`src/rtl/v_dreq_gen.sv`:
```
// v_dreq_gen: peripheral-side DMA request generator.
// Turns RX fill level / TX free space into burst requests toward the DMA
// request mux and counts the per-beat acks returned for each burst.
// Ports:
//   clk_i, rst_i          clock, synchronous active-high reset
//   ren_i / wen_i         direction enables
//   rlvl_i / wfree_i      RX entries available / TX entries free
//   rthr_i / wthr_i       burst length (0 -> 1, clamped to FIFO_DEPTH)
//   rreq_o / wreq_o       request levels toward the mux
//   rack_i / wack_i       one pulse per completed beat
//   rbusy_o / wbusy_o     direction FSM not idle
//   rrem_o / wrem_o       beats remaining in the current burst
//   err_o, clr_err_i      sticky stray-ack error and its clear

// One direction: IDLE -> REQ (counting acks) -> GAP -> IDLE.
module v_dreq_dir #(
    parameter int DEPTH = 16,
    parameter int LW    = $clog2(DEPTH + 1)
) (
    input  logic          clk_i,
    input  logic          rst_i,
    input  logic          en_i,
    input  logic [LW-1:0] lvl_i,
    input  logic [LW-1:0] thr_i,
    input  logic          ack_i,
    output logic          req_o,
    output logic          busy_o,
    output logic [LW-1:0] rem_o,
    output logic          ackerr_o
);

    typedef enum logic [1:0] {
        S_IDLE = 2'd0,
        S_REQ  = 2'd1,
        S_GAP  = 2'd2
    } state_t;

    state_t        r_state;
    state_t        w_nxt;
    logic [LW-1:0] r_rem;
    logic [LW-1:0] w_thr_eff;
    logic          w_go;

    always_comb begin
        w_thr_eff = thr_i;
        if (thr_i == '0)
            w_thr_eff = LW'(1);
        else if (thr_i > LW'(DEPTH))
            w_thr_eff = LW'(DEPTH);
    end

    assign w_go = en_i && (lvl_i >= w_thr_eff);

    // State register
    always_ff @(posedge clk_i) begin
        if (rst_i)
            r_state <= S_IDLE;
        else
            r_state <= w_nxt;
    end

    // Next-state logic
    always_comb begin
        w_nxt = r_state;
        unique case (r_state)
            S_IDLE: if (w_go) w_nxt = S_REQ;
            S_REQ:  if (ack_i && r_rem == LW'(1)) w_nxt = S_GAP;
            S_GAP:  w_nxt = S_IDLE;
            default: w_nxt = S_IDLE;
        endcase
    end

    // Beat counter: loaded on burst start, forced to 0 outside REQ
    always_ff @(posedge clk_i) begin
        if (rst_i) begin
            r_rem <= '0;
        end else begin
            unique case (r_state)
                S_IDLE: r_rem <= w_go ? w_thr_eff : '0;
                S_REQ: begin
                    if (ack_i && r_rem != '0)
                        r_rem <= r_rem - LW'(1);
                end
                default: r_rem <= '0;
            endcase
        end
    end

    // Outputs
    always_comb begin
        req_o    = (r_state == S_REQ);
        busy_o   = (r_state != S_IDLE);
        rem_o    = r_rem;
        // An ack is only legal while the request is visible
        ackerr_o = ack_i && (r_state != S_REQ);
    end

endmodule

module v_dreq_gen #(
    parameter int FIFO_DEPTH = 16,
    parameter int LW         = $clog2(FIFO_DEPTH + 1)
) (
    input  logic          clk_i,
    input  logic          rst_i,
    input  logic          ren_i,
    input  logic          wen_i,
    input  logic [LW-1:0] rlvl_i,
    input  logic [LW-1:0] wfree_i,
    input  logic [LW-1:0] rthr_i,
    input  logic [LW-1:0] wthr_i,
    output logic          rreq_o,
    output logic          wreq_o,
    input  logic          rack_i,
    input  logic          wack_i,
    output logic          rbusy_o,
    output logic          wbusy_o,
    output logic [LW-1:0] rrem_o,
    output logic [LW-1:0] wrem_o,
    output logic          err_o,
    input  logic          clr_err_i
);

    logic w_rerr;
    logic w_werr;
    logic r_err;

    v_dreq_dir #(.DEPTH(FIFO_DEPTH), .LW(LW)) u_rd (
        .clk_i    (clk_i),
        .rst_i    (rst_i),
        .en_i     (ren_i),
        .lvl_i    (rlvl_i),
        .thr_i    (rthr_i),
        .ack_i    (rack_i),
        .req_o    (rreq_o),
        .busy_o   (rbusy_o),
        .rem_o    (rrem_o),
        .ackerr_o (w_rerr)
    );

    v_dreq_dir #(.DEPTH(FIFO_DEPTH), .LW(LW)) u_wr (
        .clk_i    (clk_i),
        .rst_i    (rst_i),
        .en_i     (wen_i),
        .lvl_i    (wfree_i),
        .thr_i    (wthr_i),
        .ack_i    (wack_i),
        .req_o    (wreq_o),
        .busy_o   (wbusy_o),
        .rem_o    (wrem_o),
        .ackerr_o (w_werr)
    );

    // Sticky error; a new stray ack beats a simultaneous clear
    always_ff @(posedge clk_i) begin
        if (rst_i)
            r_err <= 1'b0;
        else if (w_rerr || w_werr)
            r_err <= 1'b1;
        else if (clr_err_i)
            r_err <= 1'b0;
    end

    assign err_o = r_err;

endmodule

```
`config.mk`:
```
export PLATFORM = sky130hd
export DESIGN_NAME = v_dreq_gen
export DESIGN_NICKNAME = d
export VERILOG_FILES = /design/src/rtl/v_dreq_gen.sv
export SDC_FILE = /design/constraint.sdc
export NUM_CORES = 1
export LEC_CHECK = 0
export ABC_AREA = 0
export CAP_MARGIN = 40
export CORE_UTILIZATION = 44
export DETAILED_ROUTE_END_ITERATION = 10
export MAX_ROUTING_LAYER = met4
export PLACE_DENSITY = 0.86
export SYNTH_ARGS = -nofsm -noshare
export SYNTH_HDL_FRONTEND = slang
export SYNTH_SLANG_ARGS = --single-unit
```
`constraint.sdc`:
```
create_clock -name clk_i -period 2.6 [get_ports clk_i]
set_clock_uncertainty 0.05 [all_clocks]
set_input_delay 0.65 -clock clk_i [delete_from_list [all_inputs] [get_ports clk_i]]
set_output_delay 0.65 -clock clk_i [all_outputs]
set_load 0.02 [all_outputs]
```
==> impl_metrics.csv <==
group,metric,value,unit
floorplanning,design.core.area,0.00232,sq mm
timing,slew_headroom,62.7,%
floorplanning,start_util,48.7,%
timing,tightest_slew,0.552,ns
power_and_ir_drop,p_per_area,396,mW/mm^2
place,dp.final_hpwl,2470,um
cells_and_area,fillers,174,
cts,hold_buffers,0,
place,io_buffers,41,
timing,finalHoldViolCount,0,
global_route,grt_pass1_vias,1188,
logic_synthesis,synth_xor_area_share,0.776,%
timing,rsz0062_at_grt,"no",
logic_synthesis,avgSynthCellArea,8.00,sq um
critical_path,cp-end-kind,"flop",
cells_and_area,areaGrowthSynthToFinish,47.6,%
power_and_ir_drop,vdd_ir_drop_max,0.263,mV
power_and_ir_drop,leakagePower,0.000713,uW
power_and_ir_drop,switching_share,33.9,%
global_route,track_usage,25.0,%
critical_path,critPathKind,"input pin to flop",
routing,drtPass1Iterations,4,
logic_synthesis,ys_seq_elements,15,
place,place_congestion,0.879,
logic_synthesis,synth-simple-area-share,25.6,%
routing,drc_errors,0,
logic_synthesis,synth_enable_flop_cells,0,
logic_synthesis,synthMuxAreaShare,2.88,%
floorplanning,die_h,52.6,um
timing,report.final.slew_viol_count,0,
cts,post_cts_buffers,0,
floorplanning,rows,17,
logic_synthesis,netlist_area,0.00113,sq mm
routing,drt_iter0_drc,46,
min_path,hold_path.class,"flop to flop",
cells_and_area,utilization,71.8,%
floorplanning,dieArea,0.00277,sq mm
cells_and_area,drive_gt1_share,8.76,%
power_and_ir_drop,p_comb_share,39.6,%
cts,cts.clk_slew.worst_paths,0.09,ns
timing,setup-violations-final,0,
power_and_ir_drop,p_switching,224,uW
routing,ant_nets,0,
global_route,grt_antenna_before_repair,0,
global_route,grt_start_max_net_pins,15,
logic_synthesis,syn-num-nets,183,
logic_synthesis,synth_compound_area_share,21.5,%
power_and_ir_drop,power,660,uW
logic_synthesis,yosysUniqueCellTypes,38,
cts,cts_buffers,3,
floorplanning,io_pins,42,
cts,cts.repair.resized,0,
critical_path,worst_ep_arrival_time,2.59,ns
timing,period_needed,2.44,ns
logic_synthesis,synth_top_family_by_area,"simple AND/OR/NAND/NOR gates",
logic_synthesis,ys_warn_count,0,
global_route,gr-total-overflow,0,
cts,root_buffer,"clkbuf_4",
critical_path,path_max_fanout,6,
flow_run,drv_cap,0,
logic_synthesis,async_flop_share,0,%
power_and_ir_drop,clkPwrFrac,21.2,%
cts,cts_sinks,15,
routing,dr_total_vias,1283,
logic_synthesis,ys_seq_area_share,26.6,%
logic_synthesis,synthFlopType,"dfxtp_1",
routing,via_per_inst,5.78,
cts,cts_tree,"yes",
floorplanning,die-width,52.6,um
cells_and_area,num_antenna_cells,0,
cells_and_area,nNetsFinal,237,
cts,clkLatencyLatePin,0.29,ns
timing,clock.fmax,410,MHz
logic_synthesis,synthAdderAreaFrac,16.6,%
cts,htree_num_levels,1,
global_route,grt_pass1_wl,4930,um
cts,clockBufferDepth,2,
logic_synthesis,netlist_instances,141,
power_and_ir_drop,internal_power,436,uW
timing,timing.final.crit_share,93.8,%
routing,post_drt_wl_per_cell,13.8,um
critical_path,cp_data_required_time,2.76,ns
power_and_ir_drop,pwr-share-seq,39.2,%
run_status,status,"completed",
critical_path,startpoint_type,"input pin",
routing,routed_wl,3070,um
[power by group through the flow]
stage               registers (uW)  logic, uW  clock network, uW
floorplan                      272        130                  0
global placement               263        251                  0
CTS                            258        261                136
detailed placement             264        258                  0
finish                         259        261                140
global route                   261        286                149
[per-layer routing]
metal,part of all wire [%],wire length (um),global-route usage [%],vias up
met1,43,1320,29.3,589
met4,1.8,54,11.0,0
met2,47,1460,43.2,69
met3,7.7,237,1.74,5
li1,-,-,-,620
met5,0,0,-,-
[worst max-delay path: stages]
cell	delay, ns
clkdlybuf4s50_1	0.49
nor3_1	0.05
o21ai_0	0.21
inv_1	0.07
ha_1	0.28
nor2b_1	0.05
o21ai_0	0.19
a41oi_1	0.16
buf_4	0.18
o32ai_1	0.25
[cells by family (layout without fill, tap and decap cells)]
logic type	count (synthesis)	in the layout
buffers and inverters	18	71
and+or+nand+nor	55	55
AOI/OAI and AO/OA	34	34
xor gates and xnor gates	1	1
adders and majority gates	15	15
DFF	15	15
muxes	3	3
[stage by stage]
stage	setup TNS (ns)	area (sq um)	cells	hold slack, ns	setup WS, ns
CTS	0	1670	222	0.485	0.139
global placement	0	1640	218	0.458	0.0448
global route	0	1670	222	0.542	0.0282
detailed placement	-0.686	1640	218	0.461	-0.173
floorplan	0	1130	141	0.488	0.548
finish	0	1670	222	0.481	0.162
[area by class of cell]
cell class | instances | area [sq um] | area share [%]
tap | 28 | 35.0 | 2.10
multi-input combinational | 108 | 761 | 45.7
sequential | 15 | 300 | 18.0
clock inverter | 1 | 5.00 | 0.301
inverter | 17 | 63.8 | 3.83
clock buffer | 3 | 22.5 | 1.35
timing repair buffer | 50 | 478 | 28.7
[final timing paths]
path | from | end | slack [ns] | depth (start not counted)
max | wthr_i[3] | u_wr.rem_o[2] | 0.16 | 10
min | err_o | err_o | 0.48 | 2
max reg2reg | u_rd.rem_o[1] | u_rd.rem_o[1] | 0.71 | 6
min reg2reg | err_o | err_o | 0.48 | 2
[registers in the layout (all words and copies together), names as in the netlist]
register / count
u_rd.rem_o: 5
u_rd.r_state: 2
err_o: 1
u_wr.rem_o: 5
u_wr.r_state: 2
[synth_stat cells (3+ instances only)]
library cell  number  area [sq um]
o21ai_0            4          20.0
o31ai_1            3          22.5
inv_1             17          63.8
nor2b_1            3          18.8
nor3_1             5          25.0
nand2_1           16          60.1
o32ai_1            4          35.0
a21oi_1            7          35.0
a211o_1            3          26.3
dfxtp_1           15           300
nand2b_1           3          18.8
ha_1              15           188
nor2_1            12          45.0
[cell usage in the layout (no fill, tap or decap), types with 2 or more instances in the layout]
cell type / instances
a211o_1: 3
mux2_2: 2
a21o_1: 2
clkdlybuf4s50_1: 41
a211oi_1: 2
o32ai_1: 4
nor2_1: 12
ha_1: 15
nor2b_1: 3
o22ai_1: 2
nand2_1: 16
buf_4: 9
and2_1: 2
clkbuf_4: 3
or4b_1: 2
or3_1: 2
dfxtp_1: 15
nand2b_1: 3
inv_1: 17
a21oi_1: 7
o41ai_1: 2
nand3_1: 2
o21ai_0: 4
o31ai_1: 3
nor3_1: 5
(Power assumes the default switching activity.)
